===== src/rtl/clock_display_driver.sv =====
// Time-bus to 8-digit multiplexed seven-segment driver: double-dabble BCD
// conversion of a snapshot, atomic commit, then a registered digit scan.
module clock_display_driver #(
  parameter int unsigned SCAN_DIV = 1,
  parameter int unsigned BLANK_LZ = 1
) (
  input  logic        clk_1khz,
  input  logic        reset_in,
  input  logic [26:0] digit,
  input  logic        switch,
  output logic [7:0]  an,
  output logic [6:0]  seg,
  output logic        dp
);

  localparam int unsigned BIN_W  = 10;
  localparam int unsigned BCD_W  = 12;
  localparam int unsigned STEP_W = BIN_W + BCD_W;
  localparam int unsigned DIV_W  = 8;
  localparam int unsigned CNT_W  = 4;

  typedef struct packed {
    logic [4:0] hr;
    logic [5:0] min;
    logic [5:0] sec;
    logic [9:0] ms;
  } time_t;

  typedef enum logic [1:0] {ST_IDLE, ST_LOAD, ST_SHIFT, ST_COMMIT} state_t;

  time_t                     t;
  state_t                    state_q, state_d;
  logic [CNT_W-1:0]          shcnt_q, shcnt_d;
  logic [3:0][BIN_W-1:0]     bin_q, bin_d;    // [3]=hr [2]=min [1]=sec [0]=ms
  logic [3:0][BCD_W-1:0]     bcd_q, bcd_d;
  logic [3:0]                rng_q, rng_d;    // per-field out-of-range from snapshot
  logic [7:0][3:0]           nib_q, nib_d;
  logic [3:0]                dash_q, dash_d;
  logic [DIV_W-1:0]          div_q, div_d;
  logic [2:0]                idx_q, idx_d;
  logic [7:0]                an_q, an_d;
  logic [6:0]                seg_q, seg_d;
  logic                      dp_q, dp_d;
  logic [4:0]                hr_adj;
  logic                      hr_bad;
  logic [3:0]                cur_nib;

  assign t = time_t'(digit);

  // One double-dabble step: add 3 to every BCD nibble >= 5, then shift left.
  function automatic logic [STEP_W-1:0] dd_step(input logic [STEP_W-1:0] v);
    logic [STEP_W-1:0] r;
    r = v;
    for (int n = 0; n < 3; n++) begin
      if (r[BIN_W + 4*n +: 4] >= 4'd5) r[BIN_W + 4*n +: 4] = r[BIN_W + 4*n +: 4] + 4'd3;
    end
    return r << 1;
  endfunction

  function automatic logic [6:0] font(input logic [3:0] n);
    case (n)
      4'd0:    font = 7'b1000000;
      4'd1:    font = 7'b1111001;
      4'd2:    font = 7'b0100100;
      4'd3:    font = 7'b0110000;
      4'd4:    font = 7'b0011001;
      4'd5:    font = 7'b0010010;
      4'd6:    font = 7'b0000010;
      4'd7:    font = 7'b1111000;
      4'd8:    font = 7'b0000000;
      4'd9:    font = 7'b0010000;
      default: font = 7'b1111111;
    endcase
  endfunction

  // Hour mapping for 12/24-hour display of the incoming snapshot.
  always_comb begin
    hr_adj = t.hr;
    hr_bad = 1'b0;
    if (switch) begin
      hr_bad = (t.hr > 5'd23);
    end else begin
      hr_bad = (t.hr > 5'd12);
      if (t.hr == 5'd0) hr_adj = 5'd12;
    end
  end

  // Conversion FSM next state.
  always_comb begin
    state_d = state_q;
    shcnt_d = shcnt_q;
    bin_d   = bin_q;
    bcd_d   = bcd_q;
    rng_d   = rng_q;
    nib_d   = nib_q;
    dash_d  = dash_q;
    case (state_q)
      ST_IDLE: state_d = ST_LOAD;
      ST_LOAD: begin
        bin_d[3] = BIN_W'(hr_adj);
        bin_d[2] = BIN_W'(t.min);
        bin_d[1] = BIN_W'(t.sec);
        bin_d[0] = t.ms;
        bcd_d    = '0;
        rng_d    = {hr_bad, (t.min > 6'd59), (t.sec > 6'd59), (t.ms > 10'd999)};
        shcnt_d  = '0;
        state_d  = ST_SHIFT;
      end
      ST_SHIFT: begin
        for (int f = 0; f < 4; f++) begin
          {bcd_d[f], bin_d[f]} = dd_step({bcd_q[f], bin_q[f]});
        end
        shcnt_d = shcnt_q + CNT_W'(1);
        if (shcnt_q == CNT_W'(BIN_W - 1)) state_d = ST_COMMIT;
      end
      ST_COMMIT: begin
        nib_d   = {bcd_q[3][7:4], bcd_q[3][3:0], bcd_q[2][7:4], bcd_q[2][3:0],
                   bcd_q[1][7:4], bcd_q[1][3:0], bcd_q[0][11:8], bcd_q[0][7:4]};
        dash_d  = rng_q;
        state_d = ST_LOAD;
      end
      default: state_d = ST_IDLE;
    endcase
  end

  // Scan divider, digit index and registered pin values.
  always_comb begin
    div_d   = div_q + DIV_W'(1);
    idx_d   = idx_q;
    cur_nib = nib_q[idx_q];
    if (div_q >= DIV_W'(SCAN_DIV - 1)) begin
      div_d = '0;
      idx_d = idx_q - 3'd1;
    end
    an_d = ~(8'd1 << idx_q);
    if (dash_q[idx_q[2:1]]) begin
      seg_d = 7'b0111111;
    end else if ((BLANK_LZ != 0) && (idx_q == 3'd7) && (cur_nib == 4'd0)) begin
      seg_d = 7'h7F;
    end else begin
      seg_d = font(cur_nib);
    end
    dp_d = ~((idx_q == 3'd6) || (idx_q == 3'd4) || (idx_q == 3'd2));
  end

  always_ff @(posedge clk_1khz or negedge reset_in) begin
    if (!reset_in) begin
      state_q <= ST_IDLE;
      shcnt_q <= '0;
      bin_q   <= '0;
      bcd_q   <= '0;
      rng_q   <= '0;
      nib_q   <= '0;
      dash_q  <= '0;
      div_q   <= '0;
      idx_q   <= 3'd7;
      an_q    <= 8'hFF;
      seg_q   <= 7'h7F;
      dp_q    <= 1'b1;
    end else begin
      state_q <= state_d;
      shcnt_q <= shcnt_d;
      bin_q   <= bin_d;
      bcd_q   <= bcd_d;
      rng_q   <= rng_d;
      nib_q   <= nib_d;
      dash_q  <= dash_d;
      div_q   <= div_d;
      idx_q   <= idx_d;
      an_q    <= an_d;
      seg_q   <= seg_d;
      dp_q    <= dp_d;
    end
  end

  assign an  = an_q;
  assign seg = seg_q;
  assign dp  = dp_q;

endmodule


===== config.mk =====
export PLATFORM = sky130hd
export DESIGN_NAME = clock_display_driver
export DESIGN_NICKNAME = d
export VERILOG_FILES = /design/src/rtl/clock_display_driver.sv
export SDC_FILE = /design/constraint.sdc
export NUM_CORES = 1
export LEC_CHECK = 0
export ABC_CLOCK_PERIOD_IN_PS = 3380
export BUFFER_PORTS_ARGS = -buffer_cell sky130_fd_sc_hd__buf_2
export CORE_MARGIN = 2
export CORE_UTILIZATION = 55
export CTS_BUF_LIST = sky130_fd_sc_hd__clkbuf_16
export DETAILED_ROUTE_END_ITERATION = 10
export GPL_TIMING_DRIVEN = 0
export HOLD_SLACK_MARGIN = 0.02
export PLACE_DENSITY_LB_ADDON = 0.15
export SLEW_MARGIN = 20
export SYNTH_ARGS = -nofsm -noshare
export SYNTH_HDL_FRONTEND = slang
export SYNTH_SLANG_ARGS = --single-unit

===== constraint.sdc =====
create_clock -name clk_1khz -period 3.38 [get_ports clk_1khz]
set_clock_uncertainty 0.05 [all_clocks]
set_input_delay 0.169 -clock clk_1khz [delete_from_list [all_inputs] [get_ports clk_1khz]]
set_output_delay 0.169 -clock clk_1khz [all_outputs]
set_load 0.01 [all_outputs]

==> flow_summary.toml <==
[run_status]
status = "finished clean"

[critical_path]
critical_path_buf_inv_count = 1
critPathSlowestCell = "dfstp_2"
cp_max_fo = 10
cp.arrival_ns = 3.37
endpoint_kind = "flop"
crit_path_max_incr_delay_ns = 0.57
path_class = "reg -> reg"
cp.required_ns = 3.66
path_cells = "buf_1 > mux4_1 > mux2i_1 > ha_1 > and3_1 > nor2_1 > mux2_4 > a22oi_1"
path_delay_family = "multiplexers"
start_kind = "flop"

[global_routing]
grt_use_met3_pct = 5.17
grt_pass1_vias = 5042
grt_pass1_wl_um = 24900
grt_usage_pct = 24.8
grt_max_degree = 90
globalRoute.busiestLayer = "met2"
overflow = 0
met1_usage_pct = 31.5
use_met2_pct = 41.7
antenna_found_initial = 0

[die]
core_mm2 = 0.0120
start_util_pct = 56.5
die_h_um = 115
dieWidth_um = 115
dieArea_mm2 = 0.0132
rows = 40
io_pins = 46

[sta]
rsz0062_at_grt = "no"
hold_slack_ns = 0.0160
tightest_slew_ns = 0.712
clock.fmax_ghz = 0.324
final.period_utilization_pct = 91.2
drv_slew = 0
setup_violations = 0
hold_violations = 0
relSlewSlack_pct = 52.5
period_minus_slack_ns = 3.08
setup_tns_ns = 0

[place]
place_area_mm2 = 0.00723
gp_congestion = 0.833
port_buffers = 45
post-dp-hpwl_um = 10000

[clocking]
cts-buffers-inserted = 17
clk_latency_ns = 0.43
cts-root-buf = "clkbuf_16"
ctsHtreeMaxLevel = 4
cts_tree = "done"
cts.clk_slew.worst_paths_ns = 0.06
postCtsHoldBufs = 18
cts_resized = 0
clock-sinks = 141
cts_setup_buffers = 0
clockBufferDepth = 2

[power_and_ir_drop]
switching_share_pct = 25.7
p_seq_share_pct = 43.2
p_clk_share_pct = 42.4
total_power_w = 0.00480
p_switching_w = 0.00123
combPwrFrac_pct = 14.4
ir_drop_mv = 0.365
power.density_mw_per_mm2 = 596
p_leak_nw = 3.71
power.internal_w = 0.00357

[synth]
synthDistinctLibCells = 45
synth_flop_cell = "dfrtp_1"
syn_area_mm2 = 0.00679
yosysWarnings = 0
syn_inst = 608
yosys.cell_count.top_type = "dfrtp_1"
avgSynthCellArea_um2 = 11.2
synth_top_area_cell = "dfrtp_1"
synth_edf_count = 0
synth_area_leaders = "dfrtp_1 45%, dfstp_2 7.4%, mux2_2 6.8%"
synth-seq-cells = 141
synth_top_area_share_pct = 45.0
synth_common_cells = "122 x dfrtp_1, 87 x nand2_1, 65 x o21ai_0"
async_reset_ff_share_pct = 100
syn-num-nets = 671
seq_area_frac_synth_pct = 52.3

[routing]
firstDrtPassIters = 4
wl_um = 14600
via_count = 4831
drcViolationCount = 0
routedWlPerCell_um = 17.2
vias_per_cell = 5.68
drtIter0Drc = 326
drtAntennaViolNets = 0

[cells_and_area]
area.growth.synth_to_final_pct = 18.7
fillers = 928
num_antenna_cells = 0
drive_gt1_share_pct = 20.9
final_nets = 754
seq_area_mm2 = 0.00355
design_area_mm2 = 0.00806
multi_input_area_mm2 = 0.00298

[job]
drv_cap = 0

[worst_hold_path]
min_path_type = "in -> reg"
[final cells by class]
type                    instances  share of cell area [%]
multi-input cells             403                    37.0
plain buffers                  31                    1.63
flip-flops and latches        141                    44.1
repair buffers                 64                    5.50
inverters                      33                    1.54
clock inverters                15                    2.70
well taps                     147                    2.28
clock buffers                  17                    5.28
[path summary, 6_finish.rpt]
path / slack, ns / endpoint / cells after the start / start
hold / removal: 0.02 / bin_q[24] / 3 / digit[20]
setup / recovery: 0.30 / seg[0] / 8 / idx_q[2]
setup reg to reg: 0.30 / seg[0] / 8 / idx_q[2]
min in group asynchronous: 0.20 / nib_q[27] / 2 / reset_in
hold reg to reg: 0.43 / bin_q[26] / 2 / bin_q[26]
max in group asynchronous: 2.33 / bcd_q[8] / 3 / reset_in
[power groups by stage]
stage | Combinational [W] | Sequential (W) | Clock (W)
global route | 0.000771 | 0.00211 | 0.00214
CTS | 0.000697 | 0.00207 | 0.00205
detailed placement | 0.000671 | 0.00210 | 0
floorplan | 0.000461 | 0.00207 | 0
finish | 0.000690 | 0.00207 | 0.00204
global placement | 0.000621 | 0.00209 | 0
[cell families (layout without fill, tap and decap cells)]
| group | Yosys count | in the layout | synth area share (%) |
|---|---|---|---|
| xor gates and xnor gates | 15 | 15 | 1.94 |
| muxes | 84 | 84 | 15.5 |
| DFF | 141 | 141 | 52.3 |
| AOI/OAI and AO/OA | 124 | 124 | 11.0 |
| adders and majority gates | 33 | 33 | 6.08 |
| buffers and inverters | 64 | 160 | 3.76 |
| and+or+nand+nor | 147 | 147 | 9.38 |
[registers in the layout (all words and copies together), names as in the netlist]
name and flops:
bcd_q 36, shcnt_q 4, rng_q 4, an 8, idx_q 3, dash_q 4
bin_q 40, nib_q 32, seg 7, state_q 2, dp 1
[metal layers]
metal	wire (um)	part of all wire, %	vias up
li1	-	-	2272
met5	0	0	-
met3	476	3.3	22
met2	7420	51	95
met4	291	2.0	0
met1	6410	44	2442
[worst min-delay path: stages]
cell     delay, ns
buf_2         0.09
mux2i_1       0.05
o21ai_0       0.14
[cell usage in the layout, fill, tap and decap left out, types with 6 or more instances in the layout]
| master | instances |
|---|---|
| a21oi_1 | 22 |
| mux4_1 | 6 |
| nor2_1 | 27 |
| o21ai_0 | 65 |
| mux2_2 | 41 |
| ha_1 | 33 |
| dfrtp_1 | 122 |
| xnor2_1 | 9 |
| dlygate4sd3_1 | 18 |
| mux2i_1 | 31 |
| buf_2 | 44 |
| nand2b_1 | 15 |
| xor2_1 | 6 |
| clkbuf_1 | 26 |
| dfstp_2 | 19 |
| inv_1 | 32 |
| clkbuf_16 | 17 |
| a22o_1 | 18 |
| nand2_1 | 87 |
[metrics by stage]
stage                     util [%]  setup WS [ns]  instances
final                         67.1          0.298        851
after CTS                     67.1          0.297        851
after global placement        59.9          0.196        800
after detailed placement      60.2          0.327        801
after global routing          67.1          0.134        851
after floorplan                  -          0.804        608
Power figures use the tool's default switching activity.
